File: src/rtl/alu_acc_seq_pkg.sv
// Shared ALU control codes, accumulator command codes and the latched command record
// used by the accumulator sequencer.
package alu_acc_seq_pkg;

  localparam logic [2:0] ACC_LOAD       = 3'h0;
  localparam logic [2:0] ACC_CLR_STICKY = 3'h1;
  localparam logic [2:0] ALU_ADD        = 3'h2;
  localparam logic [2:0] ALU_SUB        = 3'h3;
  localparam logic [2:0] ALU_AND        = 3'h4;
  localparam logic [2:0] ALU_OR         = 3'h5;
  localparam logic [2:0] ALU_NOR        = 3'h6;
  localparam logic [2:0] ALU_XOR        = 3'h7;

  typedef struct packed {
    logic [2:0]  op;
    logic [31:0] operand;
  } acc_cmd_t;

endpackage

File: src/rtl/alu_acc_seq_alu32.sv
// 32-bit ALU stage: add/sub with signed overflow, bitwise logic ops, zero/negative flags.
module alu32
  import alu_acc_seq_pkg::*;
(
  output logic [31:0] out,
  output logic        overflow,
  output logic        zero,
  output logic        negative,
  input  logic [31:0] A,
  input  logic [31:0] B,
  input  logic [2:0]  control
);

  logic [31:0] sum, diff;

  assign sum  = A + B;
  assign diff = A - B;

  always_comb begin
    out      = '0;
    overflow = 1'b0;
    case (control)
      ALU_ADD: begin
        out      = sum;
        overflow = (A[31] == B[31]) && (sum[31] != A[31]);
      end
      ALU_SUB: begin
        out      = diff;
        overflow = (A[31] != B[31]) && (diff[31] != A[31]);
      end
      ALU_AND: out = A & B;
      ALU_OR:  out = A | B;
      ALU_NOR: out = ~(A | B);
      ALU_XOR: out = A ^ B;
      default: out = '0;
    endcase
  end

  assign zero     = (out == '0);
  assign negative = out[31];

endmodule

File: src/rtl/alu_acc_seq.sv
// Accumulator sequencer: accepts one command per handshake and repeats its ALU op
// against the accumulator 1..2^CNT_W-1 times, registering result and flags.
module alu_acc_seq
  import alu_acc_seq_pkg::*;
#(
  parameter int CNT_W = 4
) (
  input  logic              clock,
  input  logic              reset,
  input  logic              cmd_valid,
  output logic              cmd_ready,
  input  logic [2:0]        cmd_op,
  input  logic [31:0]       cmd_operand,
  input  logic [CNT_W-1:0]  cmd_count,
  output logic [31:0]       acc,
  output logic              zero,
  output logic              negative,
  output logic              overflow,
  output logic              sticky_ovf,
  output logic              done,
  output logic              busy
);

  typedef enum logic [1:0] {S_IDLE, S_EXEC, S_DONE} state_t;

  state_t           state;
  acc_cmd_t         cmd_q;
  logic [CNT_W-1:0] rem;
  logic [31:0]      alu_out;
  logic             alu_ovf, alu_zero, alu_neg;

  // The ALU always sees the latched command; only EXEC edges commit its result.
  alu32 u_alu (
    .out      (alu_out),
    .overflow (alu_ovf),
    .zero     (alu_zero),
    .negative (alu_neg),
    .A        (acc),
    .B        (cmd_q.operand),
    .control  (cmd_q.op)
  );

  assign cmd_ready = reset && (state == S_IDLE);
  assign busy      = reset && (state != S_IDLE);
  assign done      = (state == S_DONE);

  always_ff @(posedge clock) begin
    if (!reset) begin
      state      <= S_IDLE;
      cmd_q      <= '0;
      rem        <= '0;
      acc        <= '0;
      zero       <= 1'b1;
      negative   <= 1'b0;
      overflow   <= 1'b0;
      sticky_ovf <= 1'b0;
    end else begin
      case (state)
        S_IDLE: begin
          if (cmd_valid) begin
            case (cmd_op)
              ACC_LOAD: begin
                acc      <= cmd_operand;
                zero     <= (cmd_operand == '0);
                negative <= cmd_operand[31];
                overflow <= 1'b0;
                state    <= S_DONE;
              end
              ACC_CLR_STICKY: begin
                sticky_ovf <= 1'b0;
                state      <= S_DONE;
              end
              default: begin
                cmd_q.op      <= cmd_op;
                cmd_q.operand <= cmd_operand;
                rem           <= (cmd_count == '0) ? CNT_W'(1) : cmd_count;
                state         <= S_EXEC;
              end
            endcase
          end
        end
        S_EXEC: begin
          acc        <= alu_out;
          zero       <= alu_zero;
          negative   <= alu_neg;
          overflow   <= alu_ovf;
          sticky_ovf <= sticky_ovf | alu_ovf;
          rem        <= rem - CNT_W'(1);
          if (rem == CNT_W'(1))
            state <= S_DONE;
        end
        default: state <= S_IDLE;
      endcase
    end
  end

endmodule

File: config.mk
export PLATFORM = sky130hd
export DESIGN_NAME = alu_acc_seq
export DESIGN_NICKNAME = d
export VERILOG_FILES = /design/src/rtl/alu_acc_seq_pkg.sv /design/src/rtl/alu_acc_seq_alu32.sv /design/src/rtl/alu_acc_seq.sv
export SDC_FILE = /design/constraint.sdc
export NUM_CORES = 1
export LEC_CHECK = 0
export BUFFER_PORTS_ARGS = -buffer_cell sky130_fd_sc_hd__buf_2
export CORE_ASPECT_RATIO = 0.5
export CORE_MARGIN = 4
export CORE_UTILIZATION = 52
export DETAILED_ROUTE_END_ITERATION = 8
export PLACE_DENSITY = 0.71
export SLEW_MARGIN = 20
export SYNTH_ARGS = -nofsm -noshare
export SYNTH_HDL_FRONTEND = slang
export SYNTH_SLANG_ARGS = --single-unit
File: constraint.sdc
create_clock -name clock -period 4.3 [get_ports clock]
set_clock_uncertainty 0.15 [all_clocks]
set_input_delay 0.645 -clock clock [delete_from_list [all_inputs] [get_ports clock]]
set_output_delay 0.645 -clock clock [all_outputs]
set_load 0.05 [all_outputs]
======== After elaboration in Yosys (flattened, before gate mapping) ========
Index checks and enable logic that the tools add are counted.
storage, ports and cells
  register bits after elaboration ......... 77
  latch bits .............................. 0
  memory bits (writable) .................. 0
  memory bits (read-only) ................. 0
  bits of input ports ..................... 42
  output and inout port bits .............. 39
  logic and storage cells ................. 79
  memories kept ........................... 0
operators by class
  add/sub/neg operators ................... 3
  multipliers ............................. 0
  divide/modulo/power cells ............... 0
  magnitude comparators ................... 0
  equal/unequal tests ..................... 19
  shift operators ......................... 0
  multiplexer cells ....................... 25
  bitwise logic cells ..................... 6
  reductions and logical operators ........ 17
operator list
  kind                                                 number
  case mux 32 bit (6 select lines)                     1
  logical NOT 32 bit                                   2
  two-way mux 32 bit                                   2
  case mux 32 bit (2 select lines)                     1
  adder 32 bit                                         1
  AND 32 bit                                           1
  NOT 32 bit                                           1
  bitwise OR 32 bit                                    1
  subtractor 32 bit                                    1
  bitwise XOR 32 bit                                   1
  equality test 3 bit, second input constant           4
  two-way mux 4 bit                                    3
  AND reduction 3 bit                                  4
  case mux 1 bit (2 select lines)                      5
  two-way mux 1 bit                                    8
  case mux 4 bit (2 select lines)                      1
  equality test 3 x 2 -> 1 bit, second input constant  2
  two-way mux 2 bit                                    3
  != test 2 bit, second input constant                 3
  equality test 4 x 1 -> 1 bit, second input constant  1
  logical AND 1 bit                                    4
  logical NOT 4 bit                                    1
  != test 2 x 1 -> 1 bit, second input constant        2
  case mux 2 bit (2 select lines)                      1
  other kinds (13)                                     16

======== Depth between registers and ports, before layout ========
Gate-level depths: netlist of run 1.
  word-level depth ........................ 6
  depth in mapped cells ................... 15
  mapped depth without buffers ............ 15

======== Cells and area by module ========
Synthesis of run 1 repeated with hierarchy kept, for this count alone.
second synthesis, totals
  cell total of the unflattened synthesis .. 1343
  area total of the unflattened synthesis .. 9564.2 sq um
modules (own cells, without submodules)
  module       times used  cells each  area an instance (sq um)  seq. area each (sq um)
  alu32        1           930         6165.9                    0.0
  alu_acc_seq  1           413         3398.3                    1541.5

======== Least setup slack after synthesis of run 1 ========
OpenSTA, ideal clock, no wires.
  path type ............................... reg2reg
  start point ............................. register acc[0]
  end point ............................... register zero
  library setup time ...................... 0.096 ns
  arrival time ............................ 3.768 ns
  required time ........................... 4.054 ns
  setup slack ............................. 0.287 ns
  stages on the path, launching flop included .. 16
  buffers on the path ..................... 0
  clock period less this slack ............ 4.013 ns
  path through ............................ dfxtp_1 > inv_1 > ha_1 > inv_1 > fa_1 > nor2b_1 > o311a_1 > o2111a_1 > nor3_1 > mux2_2 > a211oi_2 > nand4_1 > or4_1 > nor4_1 > nand4b_1 > o41ai_2
on the way
  cells in the longest elaborated chain, start to end .. 5
  elaborated cells between the ends (all ways) .. 9
  classes of those cells .................. add/sub: 2; mux: 2; bitwise: 4; reduce/logical: 1
RTL lines
  what                                                                       RTL line                 source
  start: declaration                                                         alu_acc_seq.sv:15        output logic [31:0] acc,
  start signal: assignment                                                   alu_acc_seq.sv:63        acc <= cmd_operand;
  start signal: assignment                                                   alu_acc_seq.sv:83        acc <= alu_out;
  parallel branches: the longest is 2 deep, another holds subtractor 32 bit  -
  case mux 32 bit (6 select lines) (*)                                       alu_acc_seq_alu32.sv:22  case (control)
  logical NOT 32 bit (*)                                                     alu_acc_seq_alu32.sv:39  assign zero = (out == '0);
  case mux 1 bit (2 select lines) (*)                                        alu_acc_seq.sv:58        case (state)
  end signal: assignment                                                     alu_acc_seq.sv:64        zero <= (cmd_operand == '0);
  end signal: assignment                                                     alu_acc_seq.sv:84        zero <= alu_zero;
  end: declaration                                                           alu_acc_seq.sv:16        output logic zero,
Every way passes the cells marked *.
A chain may end at the register's enable or synchronous reset.

======== Final worst setup path of run 1 ========
  start point ............................. register cmd_q[8] (netlist bit)
  end point ............................... register zero
on the way
  cells in the longest elaborated chain, start to end .. 5
  elaborated cells between the ends (all ways) .. 9
  classes of those cells .................. add/sub: 2; mux: 2; bitwise: 4; reduce/logical: 1
RTL lines
  what                                                                       RTL line                 source
  start: declaration                                                         alu_acc_seq.sv:27        acc_cmd_t cmd_q;
  parallel branches: the longest is 2 deep, another holds subtractor 32 bit  -
  case mux 32 bit (6 select lines) (*)                                       alu_acc_seq_alu32.sv:22
  logical NOT 32 bit (*)                                                     alu_acc_seq_alu32.sv:39
  case mux 1 bit (2 select lines) (*)                                        alu_acc_seq.sv:58
Marks and branches as above.

==> results of run 1 <==
## how the worst max path moves through the flow
stage | cells after the start | from | endpoint | slack, ns
2_1_floorplan | 15 | acc[0] | zero | 0.29
3_3_place_gp | 13 | acc[11] | zero | -0.05
3_5_place_dp | 15 | acc[0] | zero | -0.06
4_1_cts | 16 | acc[0] | zero | 0.01
5_1_grt | 16 | cmd_q[8] | zero | -0.003
6_report | 16 | cmd_q[8] | zero | 0.15
## sequential cells by signal (all words and copies together), names as in the netlist
name,cells
acc,31
rem,4
negative,1
cmd_q,35
state,2
zero,1
sticky_ovf,1
overflow,1
## cells in the final DEF (no fill, tap or decap), types with 6 or more instances in the layout
cell type and instances:
nor4_1 14, o21ai_1 8, nand2_1 206, nand2b_1 9, nor3_1 30, a22oi_1 6, o21a_1 11, o221ai_1 22
buf_4 103, clkbuf_16 9, o211ai_1 25, mux2i_1 19, a311oi_1 16, a211oi_1 24, dfxtp_1 74, or3_1 8
a21oi_1 135, nor2_1 102, inv_1 93, o211a_1 6, nand4_1 15, o21ai_0 46, o31ai_1 20, mux2_2 11
o21bai_1 11, a31oi_1 7, nand3_1 18, buf_2 80, a21o_1 10, ha_1 105, and3_1 20, nor2b_1 26
a221oi_1 16
## synthesized netlist by cell type (7+ instances only)
master	instances
or3_1	8
buf_2	11
a221oi_1	16
o21bai_1	11
o21a_1	11
nand3_1	18
nor4_1	16
o21ai_0	46
inv_1	94
mux2_2	11
ha_1	106
a31oi_1	7
o221ai_1	22
nor2b_1	27
o21ai_1	9
nand4_1	15
nand2b_1	9
a211oi_1	24
a21oi_1	138
a311oi_1	16
nor2_1	102
and3_1	20
o211ai_1	25
mux2i_1	19
a21o_1	10
dfxtp_1	76
clkbuf_1	73
nor3_1	33
nand2_1	207
o31ai_1	21
## per-layer routing
metal / share of wire / track usage / up-vias
met1: 0.43 / 0.497 / 5255
met4: 0.039 / 0.143 / 0
met2: 0.42 / 0.584 / 634
met5: 0 / 0 / -
li1: - / - / 5066
met3: 0.11 / 0.103 / 125
## power by group
group	switching [µW]	internal (µW)	total [µW]	leakage, µW
Combinational	1370	796	2160	0.00366
Clock	372	394	767	0.000129
Sequential	85.2	772	857	0.000624
Total	1830	1960	3790	0.00441
## through the flow
step / setup WS [ns] / utilization / hold WS [ns] / setup TNS, ns / cell area (µm²)
finish: 0.149 / 0.616 / 0.323 / 0 / 10800
global route: -0.00254 / 0.616 / 0.357 / -0.00254 / 10800
CTS: 0.0128 / 0.610 / 0.322 / 0 / 10700
detailed placement: -0.0570 / 0.594 / 0.311 / -0.0570 / 10400
global placement: -0.0541 / 0.594 / 0.304 / -0.0541 / 10400
floorplan: 0.287 / - / 0.303 / 0 / 9310
## cell families (layout without fill, tap and decap cells)
logic type	count (synthesis)	in the layout	synth area share
mux	31	31	0.0350
fa+ha+maj	108	108	0.147
buf+inv	193	298	0.0813
simple gates	479	479	0.238
compound gates	443	443	0.331
xor+xnor	5	5	0.00470
flops	76	76	0.163
## critical path: cells and delay by family, from the launching register on
family / cells / cell delay, ns
AND/OR/NAND/NOR: 4 / 0.71
flip-flops: 1 / 0.37
buffers and inverters: 4 / 0.60
adder cells (fa/ha/maj): 1 / 0.39
AO/OA/AOI/OAI: 7 / 1.83
## layout make-up
cell class | instances | area [µm²] | area share
Clock buffer | 9 | 225 | 0.0209
Clock inverter | 6 | 46.3 | 0.00430
Inverter | 100 | 375 | 0.0349
Sequential cell | 76 | 1520 | 0.142
Timing Repair Buffer | 183 | 1170 | 0.109
Multi-Input combinational cell | 1066 | 7130 | 0.662
Tap cell | 234 | 293 | 0.0272
## repair_timing
item,CTS,global route
buffers inserted,0,2
resized for setup,3,18
pin swaps,0,5
endpoints found under the setup margin,1,1
==> flow_metrics.env, run 1 <==
export IMPL_maxCapViolCount=0
export IMPL_cpMostUsedCell="buf_4"
export IMPL_rr_worst_depth=16
export IMPL_hp_start="overflow"
export IMPL_dp_hpwl_um=28400
export IMPL_wl_per_cell_um=22.9
export IMPL_start_kind="flop"
export IMPL_antenna_cells=0
export IMPL_yosysWarnings=0
export IMPL_synth_distinct_cells=84
export IMPL_cts_buffer_depth=2
export IMPL_slowest_stage="ha_1"
export IMPL_nets=1586
export IMPL_place_inst=1657
export IMPL_p_leak_uw=0.00441
export IMPL_die_w_um=197
export IMPL_synthFlopType="dfxtp_1"
export IMPL_clk_pin_slew_worst_paths_ns=0.07
export IMPL_ios=81
export IMPL_numCtsBuffers=9
export IMPL_hold_buffers=0
export IMPL_hold_path_class="flop to flop"
export IMPL_worstPathArrival_ns=4.26
export IMPL_root_buffer="clkbuf_16"
export IMPL_fmax_mhz=241
export IMPL_setup_viol=0
export IMPL_syn_inst=1335
export IMPL_critPathRequiredTime_ns=4.41
export IMPL_grt_pass1_vias=10496
export IMPL_initial_core_util=0.532
export IMPL_end_kind="flop"
export IMPL_grt_pass1_wl_um=59300
export IMPL_rows=34
export IMPL_synthesis_nets=1485
export IMPL_grtUsageTotal=0.374
export IMPL_ys_top_cells_by_area="dfxtp_1, ha_1, nand2_1"
export IMPL_path_class="flop to flop"
export IMPL_fp_dieH_um=103
export IMPL_drive_gt1_frac=0.178
export IMPL_synth_seq_cells=76
export IMPL_whs_path_depth=2
export IMPL_hold_viol_final=0
export IMPL_postSynth_asyncResetShare=0
export IMPL_ir_drop_uv=227
export IMPL_grt_overflow_total=0
export IMPL_avgSynthCellArea_um2=6.97
export IMPL_area_delta_synth_final_pct=15.7
export IMPL_drc=0
export IMPL_drt_total_wl_um=38400
export IMPL_finalWeightedCongestion=1.04
export IMPL_port_buffers=80
export IMPL_coreArea_mm2=0.0175
export IMPL_ant_nets=0
export IMPL_power_uw=3790
export IMPL_ys_seq_area_frac=0.163
export IMPL_tightest_slew_ns=0.895
export IMPL_fill_cells=1675
export IMPL_r2r_end="zero"
export IMPL_first_pass_iters=7
export IMPL_grt_max_degree=74
export IMPL_cts_sinks=76
export IMPL_powerDensity_mw_per_mm2=352
export IMPL_cts_tree="built"
export IMPL_slowest_delay_ns=0.39
export IMPL_synth_edff_count=0
export IMPL_clock_latency_ns=0.36
export IMPL_synthesis_area_mm2=0.00931
export IMPL_netlist_area_leader_share=0.163
export IMPL_whs_endpoint="overflow"
export IMPL_htree_levels=3
export IMPL_num_vias=11080
export IMPL_fin_cells=1674
export IMPL_critical_path_cell_chain="inv_1 > ha_1 > nor4_1 > buf_4 > nand3_1 > a21oi_1 > nor4_4 > a21oi_2 > a221oi_1 > buf_4 > a211oi_1 > o21ai_0 > a2111oi_1 > buf_4 > nand4b_1 > o41ai_2"
export IMPL_antenna_found_initial=1
export IMPL_drt_iter0_markers=1254
export IMPL_r2r_slack_ns=0.15
export IMPL_min_period_ns=4.15
export IMPL_drv_slew=0
export IMPL_route_detailed_vias_per_inst=6.62
export IMPL_dieArea_mm2=0.0202
export IMPL_r2r_start="cmd_q[8]"
export IMPL_cp_max_fo=8
export IMPL_relSlewSlack=0.398
export IMPL_status="completed"
export IMPL_yosys_area_top_type="dfxtp_1"
export IMPL_period_share=0.965
Note: power is estimated with default switching activity, not from simulation.
==> inputs of run 2 (changes only) <==
- CORE_MARGIN: 4 -> 2
==> flow_metrics.env, run 2 (synthesis gave the netlist of run 1 again) <==
export IMPL_status="completed"
export IMPL_antenna_found_initial=1
export IMPL_route_detailed_vias_per_inst=6.61
export IMPL_dpl_worst_slack_ns=-0.144
export IMPL_critical_path_cell_chain="inv_2 > ha_4 > inv_2 > fa_2 > nor2b_4 > o311a_4 > o2111a_2 > nor3_4 > mux2_4 > a211oi_4 > nand4_1 > or4_4 > nor4_4 > nand4b_1 > o41ai_2"
export IMPL_cpMostUsedCell="inv_2"
export IMPL_grt_pass1_wl_um=57200
export IMPL_period_share=0.990
export IMPL_ios=81
export IMPL_port_buffers=80
export IMPL_grt_busiest_layer="met2"
export IMPL_use_met1=0.522
export IMPL_fmax_mhz=235
export IMPL_crit_cells=15
export IMPL_largest_register="cmd_q"
export IMPL_grt_pass1_vias=9943
export IMPL_grtUsageMet2=0.591
export IMPL_drive_gt1_frac=0.174
export IMPL_first_pass_iters=6
export IMPL_coreArea_mm2=0.0174
export IMPL_p_leak_uw=0.00436
export IMPL_setup_ws_ns=0.0448
export IMPL_die_w_um=193
export IMPL_slowest_delay_ns=0.59
export IMPL_tightest_slew_ns=0.916
export IMPL_area_delta_synth_final_pct=15.5
export IMPL_htree_levels=3
export IMPL_slowest_stage="or4_4"
export IMPL_setup_viol=0
export IMPL_fin_cells=1661
export IMPL_root_buffer="clkbuf_16"
export IMPL_finalWeightedCongestion=1.03
export IMPL_cts_sinks=76
export IMPL_path_class="flop to flop"
export IMPL_relSlewSlack=0.389
export IMPL_drt_iter0_markers=1386
export IMPL_use_met3=0.0989
export IMPL_hold_viol_final=0
export IMPL_initial_core_util=0.534
export IMPL_drc=0
export IMPL_powerDensity_mw_per_mm2=360
export IMPL_maxCapViolCount=0
export IMPL_rr_worst_depth=15
export IMPL_drt_total_wl_um=37600
export IMPL_hold_buffers=0
export IMPL_cts_tree="built"
export IMPL_cts_buffer_depth=2
export IMPL_rows=34
export IMPL_grt_max_degree=74
export IMPL_num_vias=10973
export IMPL_clock_latency_ns=0.37
export IMPL_layout_common_cells="nand2_1, a21oi_1, ha_1"
export IMPL_clk_pin_slew_worst_paths_ns=0.07
export IMPL_numCtsBuffers=9
export IMPL_cp_max_fo=4
export IMPL_nets=1567
export IMPL_utilization=0.616
export IMPL_fp_dieH_um=98.6
export IMPL_crit_family="simple AND/OR/NAND/NOR gates"
export IMPL_reg_largest_list="cmd_q (35), acc (31), rem (4)"
export IMPL_critPathRequiredTime_ns=4.42
export IMPL_grtUsageTotal=0.382
export IMPL_whs_path_depth=2
export IMPL_ir_drop_uv=213
export IMPL_rsz0062_at_grt="true"
export IMPL_dp_hpwl_um=27500
export IMPL_path_buf_inv=2
export IMPL_drv_slew=0
export IMPL_worstPathArrival_ns=4.38
export IMPL_wl_per_cell_um=22.7
export IMPL_min_period_ns=4.26
export IMPL_place_inst=1635
export IMPL_hold_path_class="flop to flop"
export IMPL_end_kind="flop"
export IMPL_largest_reg_flops=35
export IMPL_final_common_cell="nand2_1"
export IMPL_ant_nets=0
export IMPL_dieArea_mm2=0.0191
export IMPL_grt_overflow_total=0
export IMPL_start_kind="flop"
export IMPL_power_uw=3870
-- run 2: metal layers --
layer / share of wire / vias to the layer above
met1: 0.43 / 5161
met5: 0 / -
met4: 0.024 / 0
met3: 0.12 / 91
met2: 0.42 / 691
li1: - / 5030
-- run 2: layout make-up --
class	count	area (µm²)
multi-input combinational	1066	7190
fill	1664	6700
sequential	76	1530
timing repair buffer	164	1030
inverter	100	375
tap	234	293
clock buffer	10	239
clock inverter	6	78.8
antenna	5	12.5
-- run 2: power breakdown --
group / internal [µW] / switching [µW]
Clock: 479 / 381
Sequential: 773 / 84.0
Combinational: 772 / 1380
-- run 2: final timing paths --
| path | startpoint | to | slack, ns |
|---|---|---|---|
| min reg2reg | overflow | overflow | 0.32 |
| min | overflow | overflow | 0.32 |
| max | acc[0] | zero | 0.04 |
| max reg2reg | acc[0] | zero | 0.04 |
-- run 2: per-stage QoR --
| step | TNS [ns] | hold slack (ns) | cell area (µm²) |
|---|---|---|---|
| 6_report | 0 | 0.323 | 10700 |
| 5_1_grt | -0.0291 | 0.352 | 10700 |
| 4_1_cts | 0 | 0.321 | 10600 |
| 3_5_place_dp | -0.144 | 0.311 | 10200 |
| 3_3_place_gp | -0.0226 | 0.302 | 10200 |
| 2_1_floorplan | 0 | 0.303 | 9310 |
-- run 2: worst reg2reg max path: stages (launching register included) --
cell and delay [ns]:
dfxtp_2 0.34, inv_2 0.08, ha_4 0.13, inv_2 0.04, fa_2 0.40, nor2b_4 0.15, o311a_4 0.39, o2111a_2 0.30
nor3_4 0.22, mux2_4 0.34, a211oi_4 0.22, nand4_1 0.14, or4_4 0.59, nor4_4 0.21, nand4b_1 0.17, o41ai_2 0.29
-- run 2: repair_timing --
| item | 4_1_cts | 5_1_grt |
|---|---|---|
| cloned | 0 | 0 |
| buffers inserted | 0 | 5 |
| gates resized for setup | 4 | 31 |
| endpoints found under the setup margin | 1 | 1 |
| pin swaps | 0 | 12 |
==> inputs of run 3 (changes only) <==
- PLACE_DENSITY: 0.71 -> 0.75
==> flow_metrics.env, run 3 (synthesis gave the netlist of run 1 again) <==
export IMPL_port_buffers=80
export IMPL_largest_register="cmd_q"
export IMPL_clock_latency_ns=0.36
export IMPL_rsz0062_at_grt="true"
export IMPL_ir_drop_uv=213
export IMPL_fill_cells=1658
export IMPL_r2r_end="zero"
export IMPL_slowest_stage="or4_4"
export IMPL_hold_path_class="flop to flop"
export IMPL_period_share=0.982
export IMPL_postLayoutCellArea_mm2=0.0108
export IMPL_worstPathArrival_ns=4.33
export IMPL_cts_sinks=76
export IMPL_fmax_mhz=237
export IMPL_path_class="flop to flop"
export IMPL_setup_viol=0
export IMPL_drc=0
export IMPL_finalWeightedCongestion=1.02
export IMPL_initial_core_util=0.534
export IMPL_rr_worst_depth=15
export IMPL_dpl_cell_area_mm2=0.0103
export IMPL_antenna_found_initial=0
export IMPL_cts_buffer_depth=2
export IMPL_numCtsBuffers=9
export IMPL_setup_ws_ns=0.0795
export IMPL_slowest_delay_ns=0.59
export IMPL_critical_path_cell_chain="inv_2 > ha_4 > inv_2 > fa_2 > nor2b_4 > o311a_4 > o2111a_1 > nor3_2 > mux2_4 > a211oi_2 > nand4_1 > or4_4 > nor4_4 > nand4b_1 > o41ai_2"
export IMPL_end_kind="flop"
export IMPL_antenna_cells=0
export IMPL_root_buffer="clkbuf_16"
export IMPL_rows=34
export IMPL_cpMostUsedCell="inv_2"
export IMPL_whs_path_depth=2
export IMPL_die_w_um=193
export IMPL_largest_reg_flops=35
export IMPL_critPathRequiredTime_ns=4.41
export IMPL_htree_levels=3
export IMPL_drive_gt1_frac=0.182
export IMPL_tightest_slew_ns=0.916
export IMPL_route_detailed_vias_per_inst=6.64
export IMPL_maxCapViolCount=0
export IMPL_num_vias=11054
export IMPL_hp_start="cmd_q[29]"
export IMPL_layout_common_cells="nand2_1, a21oi_1, nor2_1, ha_1, buf_4"
export IMPL_whs_endpoint="cmd_q[29]"
export IMPL_r2r_start="acc[0]"
export IMPL_ant_nets=0
export IMPL_grt_max_degree=74
export IMPL_clk_pin_slew_worst_paths_ns=0.07
export IMPL_dpl_worst_slack_ns=-0.192
export IMPL_min_period_ns=4.22
export IMPL_powerDensity_mw_per_mm2=351
export IMPL_grtUsageTotal=0.399
export IMPL_first_pass_iters=5
export IMPL_ios=81
export IMPL_drt_total_wl_um=38400
export IMPL_coreArea_mm2=0.0174
export IMPL_fp_dieH_um=98.6
export IMPL_p_leak_uw=0.00438
export IMPL_status="completed"
export IMPL_cp_max_fo=4
export IMPL_hold_viol_final=0
export IMPL_relSlewSlack=0.389
export IMPL_wl_per_cell_um=23.1
export IMPL_start_kind="flop"
export IMPL_dp_hpwl_um=28100
export IMPL_drt_iter0_markers=1327
export IMPL_final_common_cell="nand2_1"
export IMPL_grt_pass1_wl_um=59700
export IMPL_reg_largest_list="cmd_q (35), acc (31), rem (4)"
export IMPL_drv_slew=0
export IMPL_utilization=0.617
export IMPL_dieArea_mm2=0.0191
export IMPL_cts_tree="built"
export IMPL_r2r_slack_ns=0.08
export IMPL_nets=1576
export IMPL_grt_pass1_vias=10303
export IMPL_grt_overflow_total=0
export IMPL_area_delta_synth_final_pct=15.6
[run 3: cell count changes in the layout (fill, tap and decap cells not counted), sizes merged]
cell / delta
diode: -5
buf: +9
clkbuf: -1
bufinv: -1
clkinvlp: +1
[run 3: what timing repair did]
item / 4_1_cts / 5_1_grt
pin swaps: 0 / 13
gates resized for setup: 6 / 33
setup buffers: 0 / 6
hold buffers: 0 / 0
setup endpoints to repair: 1 / 1
endpoints found under the hold margin: 0 / 0
cloned: 0 / 0
[run 3: final cells by class]
| class | count | area [µm²] | area share |
|---|---|---|---|
| Timing Repair Buffer | 173 | 1100 | 0.102 |
| Clock inverter | 6 | 47.5 | 0.00442 |
| Clock buffer | 9 | 225 | 0.0209 |
| Sequential cell | 76 | 1530 | 0.142 |
| Inverter | 100 | 375 | 0.0349 |
| Multi-Input combinational cell | 1066 | 7200 | 0.669 |
| Tap cell | 234 | 293 | 0.0272 |
[run 3: critical path: cells and delay by family, from the launching register on]
kind	cells	cell delay, ns
AOI/OAI and AO/OA	4	1.16
adders and majority gates	2	0.52
buffers and inverters	2	0.11
DFF	1	0.34
muxes	1	0.33
and+or+nand+nor	6	1.52
[run 3: power by group]
| group | total, µW | internal (µW) | switching, µW |
|---|---|---|---|
| Sequential | 859 | 773 | 86.5 |
| Clock | 767 | 395 | 372 |
| Combinational | 2150 | 782 | 1370 |
| Total | 3780 | 1950 | 1830 |
[run 3: how the worst max path moves through the flow]
stage	start	cells past startpoint	slack [ns]	end
after floorplan	acc[0]	15	0.29	zero
after global placement	cmd_q[8]	14	-0.13	zero
after detailed placement	cmd_q[0]	14	-0.19	zero
after global routing	acc[0]	15	-0.09	zero
after CTS	acc[0]	15	0.03	zero
final	acc[0]	15	0.08	zero
[run 3: per-layer routing]
layer	share of wire	global-route usage	wire length [µm]
met3	0.11	0.0869	4290
met4	0.031	0.130	1180
met5	0	0	0
met1	0.43	0.554	16500
met2	0.43	0.616	16400
[run 3: per-stage QoR]
stage / total power (µW) / TNS, ns / hold WS [ns] / cells
after floorplan: 2190 / 0 / 0.303 / 1335
after global placement: 2830 / -0.133 / 0.301 / 1643
after detailed placement: 2850 / -0.192 / 0.317 / 1643
after CTS: 3630 / 0 / 0.327 / 1658
after global routing: 3970 / -0.0911 / 0.355 / 1664
final: 3780 / 0 / 0.327 / 1664
